==> config.mk <==
export PLATFORM = sky130hd
export DESIGN_NAME = seg7_scan_driver
export DESIGN_NICKNAME = d
export VERILOG_FILES = /design/src/rtl/seg7_pkg.sv /design/src/rtl/seg7_hex_decode.sv /design/src/rtl/seg7_scan_driver.sv
export SDC_FILE = /design/constraint.sdc
export NUM_CORES = 1
export LEC_CHECK = 0
export BUFFER_PORTS_ARGS = -buffer_cell sky130_fd_sc_hd__buf_2
export CAP_MARGIN = 20
export CORE_MARGIN = 2
export CORE_UTILIZATION = 30
export CTS_CLUSTER_SIZE = 25
export DETAILED_ROUTE_END_ITERATION = 7
export GPL_TIMING_DRIVEN = 1
export HOLD_SLACK_MARGIN = 0.06
export MAX_ROUTING_LAYER = met4
export PLACE_DENSITY = 0.54
export REMOVE_ABC_BUFFERS = 1
export SLEW_MARGIN = 30
export SYNTH_ARGS = -nofsm -noshare
export SYNTH_HDL_FRONTEND = slang
export SYNTH_HIERARCHICAL = 1
export SYNTH_SLANG_ARGS = --single-unit
==> constraint.sdc <==
create_clock -name clk -period 3.38 [get_ports clk]
set_input_delay 0.676 -clock clk [delete_from_list [all_inputs] [get_ports clk]]
set_output_delay 0.676 -clock clk [all_outputs]
set_load 0.01 [all_outputs]
==> src/rtl/seg7_pkg.sv <==
// Shared constants for the seven-segment scan driver: segment bit positions,
// the active-high hex glyph table and the per-slot scan state type.
package seg7_pkg;

    localparam int SEG_A = 0;
    localparam int SEG_B = 1;
    localparam int SEG_C = 2;
    localparam int SEG_D = 3;
    localparam int SEG_E = 4;
    localparam int SEG_F = 5;
    localparam int SEG_G = 6;

    // Entry n lights the segments of hex digit n, bit order {g,f,e,d,c,b,a}
    localparam logic [15:0][6:0] HEX_SEG = {
        7'h71, 7'h79, 7'h5E, 7'h39, 7'h7C, 7'h77, 7'h6F, 7'h7F,
        7'h07, 7'h7D, 7'h6D, 7'h66, 7'h4F, 7'h5B, 7'h06, 7'h3F
    };

    typedef enum logic {
        BLANK,
        SHOW
    } scan_state_e;

endpackage

==> src/rtl/seg7_hex_decode.sv <==
// Combinational hex nibble to active-high segment pattern decoder.
module seg7_hex_decode
    import seg7_pkg::*;
(
    input  logic [3:0] nibble,
    output logic [6:0] seg
);

    assign seg = HEX_SEG[nibble];

endmodule

==> src/rtl/seg7_scan_driver.sv <==
// Multiplexed seven-segment scan driver with blanking, digit masking and frame snapshots.
// Optional build macro SEG7_LEADING_ZERO_BLANK_EN suppresses leading zero digits.
module seg7_scan_driver
    import seg7_pkg::*;
#(
    parameter int NUM_DIGITS       = 8,
    parameter int REFRESH_DIV      = 100000,
    parameter int BLANK_CYCLES     = 16,
    parameter int ANODE_ACTIVE_LOW = 1,
    parameter int SEG_ACTIVE_LOW   = 1,
    localparam int IDX_W = (NUM_DIGITS > 1) ? $clog2(NUM_DIGITS) : 1
) (
    input  logic                    clk,
    input  logic                    reset,
    input  logic [4*NUM_DIGITS-1:0] digit_data,
    input  logic [NUM_DIGITS-1:0]   dp,
    input  logic [NUM_DIGITS-1:0]   digit_en,
    output logic [NUM_DIGITS-1:0]   anode,
    output logic [6:0]              cathode,
    output logic                    dp_out,
    output logic [IDX_W-1:0]        digit_idx,
    output logic                    frame_tick
);

    localparam int PW = (REFRESH_DIV > 1) ? $clog2(REFRESH_DIV) : 1;
    localparam logic [PW-1:0] LAST_P  = PW'(REFRESH_DIV - 1);
    localparam logic [PW-1:0] BLANK_P = PW'(BLANK_CYCLES);
    localparam logic [NUM_DIGITS-1:0] ANODE_OFF = {NUM_DIGITS{ANODE_ACTIVE_LOW != 0}};
    localparam logic [6:0] SEG_OFF = {7{SEG_ACTIVE_LOW != 0}};
    localparam logic DP_OFF = (SEG_ACTIVE_LOW != 0);

    logic [PW-1:0]                 p_q, p_d;
    scan_state_e                   state_q, state_d;
    logic [IDX_W-1:0]              idx_q, idx_d;
    logic                          active_q, active_d;
    logic                          pend_q, pend_d;
    logic [NUM_DIGITS-1:0][3:0]    shadow_data_q, shadow_data_d;
    logic [NUM_DIGITS-1:0]         shadow_dp_q, shadow_dp_d;
    logic [NUM_DIGITS-1:0]         anode_q, anode_d;
    logic [6:0]                    cathode_q, cathode_d;
    logic                          dp_out_q, dp_out_d;
    logic [IDX_W-1:0]              digit_idx_q;
    logic                          frame_tick_q;

    logic                          frame_start;
    logic                          any_en;
    logic                          above_found;
    logic [IDX_W-1:0]              low_idx, above_idx;
    logic                          show;
    logic                          lz_blank;
    logic [NUM_DIGITS-1:0]         anode_on;
    logic [6:0]                    seg_on;
    logic                          dp_on;
    logic [3:0]                    cur_nibble;
    logic [6:0]                    dec_seg;

    // Lowest enabled digit, and the nearest enabled digit above the current one
    always_comb begin
        any_en      = |digit_en;
        low_idx     = '0;
        above_idx   = '0;
        above_found = 1'b0;
        for (int j = NUM_DIGITS - 1; j >= 0; j--) begin
            if (digit_en[j]) begin
                low_idx = IDX_W'(j);
                if (j > int'(idx_q)) begin
                    above_idx   = IDX_W'(j);
                    above_found = 1'b1;
                end
            end
        end
    end

    // pend_q marks the first slot after reset, which always starts a frame
    always_comb begin
        p_d           = (p_q == LAST_P) ? '0 : p_q + 1'b1;
        idx_d         = idx_q;
        active_d      = active_q;
        pend_d        = 1'b0;
        shadow_data_d = shadow_data_q;
        shadow_dp_d   = shadow_dp_q;
        frame_start   = 1'b0;
        if (pend_q || (p_q == LAST_P)) begin
            active_d = any_en;
            if (any_en) begin
                idx_d = (above_found && !pend_q) ? above_idx : low_idx;
                if (idx_d == low_idx) begin
                    frame_start   = 1'b1;
                    shadow_data_d = digit_data;
                    shadow_dp_d   = dp;
                end
            end
        end
        state_d = (p_d < BLANK_P) ? BLANK : SHOW;
    end

    assign cur_nibble = shadow_data_q[idx_q];

    seg7_hex_decode u_decode (
        .nibble (cur_nibble),
        .seg    (dec_seg)
    );

`ifdef SEG7_LEADING_ZERO_BLANK_EN
    always_comb begin
        lz_blank = (idx_q != '0);
        for (int j = 0; j < NUM_DIGITS; j++) begin
            if ((j >= int'(idx_q)) && ((j == int'(idx_q)) || digit_en[j]) &&
                (shadow_data_q[j] != 4'h0))
                lz_blank = 1'b0;
        end
    end
`else
    assign lz_blank = 1'b0;
`endif

    always_comb begin
        show     = (state_q == SHOW) && active_q;
        anode_on = '0;
        seg_on   = '0;
        dp_on    = 1'b0;
        if (show) begin
            anode_on[idx_q] = 1'b1;
            if (!lz_blank)
                seg_on = dec_seg;
            dp_on = shadow_dp_q[idx_q];
        end
        anode_d   = (ANODE_ACTIVE_LOW != 0) ? ~anode_on : anode_on;
        cathode_d = (SEG_ACTIVE_LOW != 0) ? ~seg_on : seg_on;
        dp_out_d  = (SEG_ACTIVE_LOW != 0) ? ~dp_on : dp_on;
    end

    always_ff @(posedge clk) begin
        if (reset) begin
            p_q           <= '0;
            state_q       <= BLANK;
            idx_q         <= '0;
            active_q      <= 1'b0;
            pend_q        <= 1'b1;
            shadow_data_q <= '0;
            shadow_dp_q   <= '0;
            anode_q       <= ANODE_OFF;
            cathode_q     <= SEG_OFF;
            dp_out_q      <= DP_OFF;
            digit_idx_q   <= '0;
            frame_tick_q  <= 1'b0;
        end else begin
            p_q           <= p_d;
            state_q       <= state_d;
            idx_q         <= idx_d;
            active_q      <= active_d;
            pend_q        <= pend_d;
            shadow_data_q <= shadow_data_d;
            shadow_dp_q   <= shadow_dp_d;
            anode_q       <= anode_d;
            cathode_q     <= cathode_d;
            dp_out_q      <= dp_out_d;
            digit_idx_q   <= idx_q;
            frame_tick_q  <= frame_start;
        end
    end

    assign anode      = anode_q;
    assign cathode    = cathode_q;
    assign dp_out     = dp_out_q;
    assign digit_idx  = digit_idx_q;
    assign frame_tick = frame_tick_q;

endmodule

==> qor.yml <==
clk_pin_slew_ps: 60
min-delay-start: "p_q[0]"
crit_path_start_kind: "flip-flop"
synth_edf_count: 0
routed_via_density: 4.75
crit_buf_inv: 2
synth.most_common_cell: "nand2b_1"
crit_path_max_incr_delay_ps: 690
clk_latency_ps: 340
leakage_nw: 1.96
wl_per_cell_um: 13.7
cts_buffers: 9
worstSetupPathType: "reg2reg"
worst_slew_pin_slew_ps: 780
clockRootBuffer: "clkbuf_16"
rrSetupSlack_ps: 660
firstDrtPassIters: 4
crit_path_end_kind: "flip-flop"
cap_violations: 0
grt_pass1_vias: 3347
fillCellCount: 1463
wl_mm: 9.75
pre_cts_ws_ps: 678
synth_common_cells: "nand2b_1, dfxtp_1, mux2i_1"
post-route-period-util: 0.804
yosysSeqAreaShare: 0.382
slew_headroom: 0.478
status: "completed"
drt_iter0_drc: 211
h-tree-depth: 3
grt_pass1_wl_mm: 16.4
tritoncts: "done"
cp.arrival_ps: 2980
ir_drop_v: 0.000288
dieArea_um2: 15500
worstPathRequired_ps: 3640
yosys.area.top_type_share: 0.382
die_w_um: 124
coreArea_um2: 14400
syn-instance-count: 469
hold_violations: 0
postRouteAntennaNets: 0
synth_cell_types: 59
vias: 3385
antenna_found_initial: 0
crit_family: "flip-flops"
cts_sinks: 83
final_nets: 582
drc: 0
period_minus_slack_ps: 2720
fin_ws_ps: 661
ios: 70
ys_warn_count: 6
min_path_type: "reg2reg"
holdWs_ps: 450
track_usage: 0.133
overflow: 0
r2r_start: "idx_q[0]"
finalSetupViolations: 0
netlist_area_um2: 4350
diodes: 0
die_h_um: 124
slowest_stage: "dfxtp_1"
cp_cell_sequence: "buf_4 -> nand2b_1 -> a2bb2oi_1 -> o221ai_1 -> and3_1 -> a211oi_4 -> buf_12 -> mux2i_1"
synth.largest_area_cell: "dfxtp_1"
num_rows: 44
syn_area_per_cell_um2: 9.28
portBuffers: 69
area_growth_pct: 17.8
ys_ff_latch: 83
synth_ff_type: "dfxtp_1"
cts.repair.resized: 0
post_cts_buffers: 0
rsz0062_at_grt: "no"
ys_async_sr_fraction: 0
drive_gt1_frac: 0.210
place_congestion: 0.885
dp_hpwl_mm: 7.08
max_freq_mhz: 368
grt_max_degree: 46
slew_viol_final: 0
powerDensity_nw_per_um2: 482
worstSetupStartpoint: "idx_q[0]"
path_max_fanout: 41
hold_buffers: 0
ctsLongestPathBuffers: 2
skew_ps: 7.24
synth_area_leaders: "dfxtp_1, nand2b_1, mux2i_1"
initial_utilization: 0.303
-- report_power, final --
group          internal, mW  leakage (nW)  switching [mW]  total (mW)
Combinational         0.174          1.13           0.170       0.344
Sequential             1.03         0.677          0.0406        1.07
Clock                 0.668         0.157           0.391        1.06
Total                  1.87          1.96           0.601        2.47
-- path summary, 6_finish.rpt --
check        cells past startpoint              to
min                              1          p_q[0]
max                              8  shadow_dp_q[6]
max reg2reg                      8  shadow_dp_q[6]
min reg2reg                      1          p_q[0]
-- cell families (layout without fill, tap and decap cells) --
kind of cell             after synthesis  in the layout  synth area share
adder cells (fa/ha/maj)                8              8            0.0230
multiplexers                          58             58             0.162
flip-flops                            83             83             0.382
AO/OA/AOI/OAI                         42             42            0.0762
buffers and inverters                 43            103            0.0517
XOR/XNOR                              18             18            0.0362
AND/OR/NAND/NOR                      217            217             0.269
-- per-stage QoR --
step           power, mW  instance area (um2)  utilization  TNS, ps  cells
6_report            2.47                 5130        0.357        0    713
4_1_cts             2.51                 5130        0.357        0    713
2_1_floorplan       1.32                 4170            -    -7990    437
3_3_place_gp        1.43                 4810        0.335        0    697
5_1_grt             2.59                 5130        0.357        0    713
3_5_place_dp        1.44                 4810        0.335        0    697
-- flip-flops by register name, summed over array words and instances, names as in the netlist, 3 cells and up --
| register | cells |
|---|---|
| anode | 8 |
| cathode | 7 |
| digit_idx | 3 |
| idx_q | 3 |
| p_q | 17 |
| shadow_data_q | 32 |
| shadow_dp_q | 8 |
-- layout by cell type, fill, tap and decap left out, types with 10 or more instances in the layout --
cell type and instances:
dfxtp_1 83, xnor2_1 12, buf_2 69, nand3_1 14, mux2i_1 45, nand2_1 41, nor3_1 10, nand2b_1 84
a21oi_1 11, nor2_1 37
-- final cells by class --
class | count | area [um2] | area share
Multi-Input combinational cell | 343 | 2470 | 0.481
Sequential cell | 83 | 1660 | 0.324
Timing Repair Buffer | 76 | 410 | 0.0800
Clock buffer | 12 | 246 | 0.0480
Tap cell | 184 | 230 | 0.0449
Clock inverter | 4 | 73.8 | 0.0144
Inverter | 11 | 41.3 | 0.00805
-- routing by layer --
| layer | share of wire | GRT usage |
|---|---|---|
| met1 | 0.50 | 0.173 |
| met2 | 0.44 | 0.200 |
| met3 | 0.039 | 0.0335 |
| met4 | 0.016 | 0.0522 |
| met5 | 0 | - |
(Power assumes the default switching activity.)
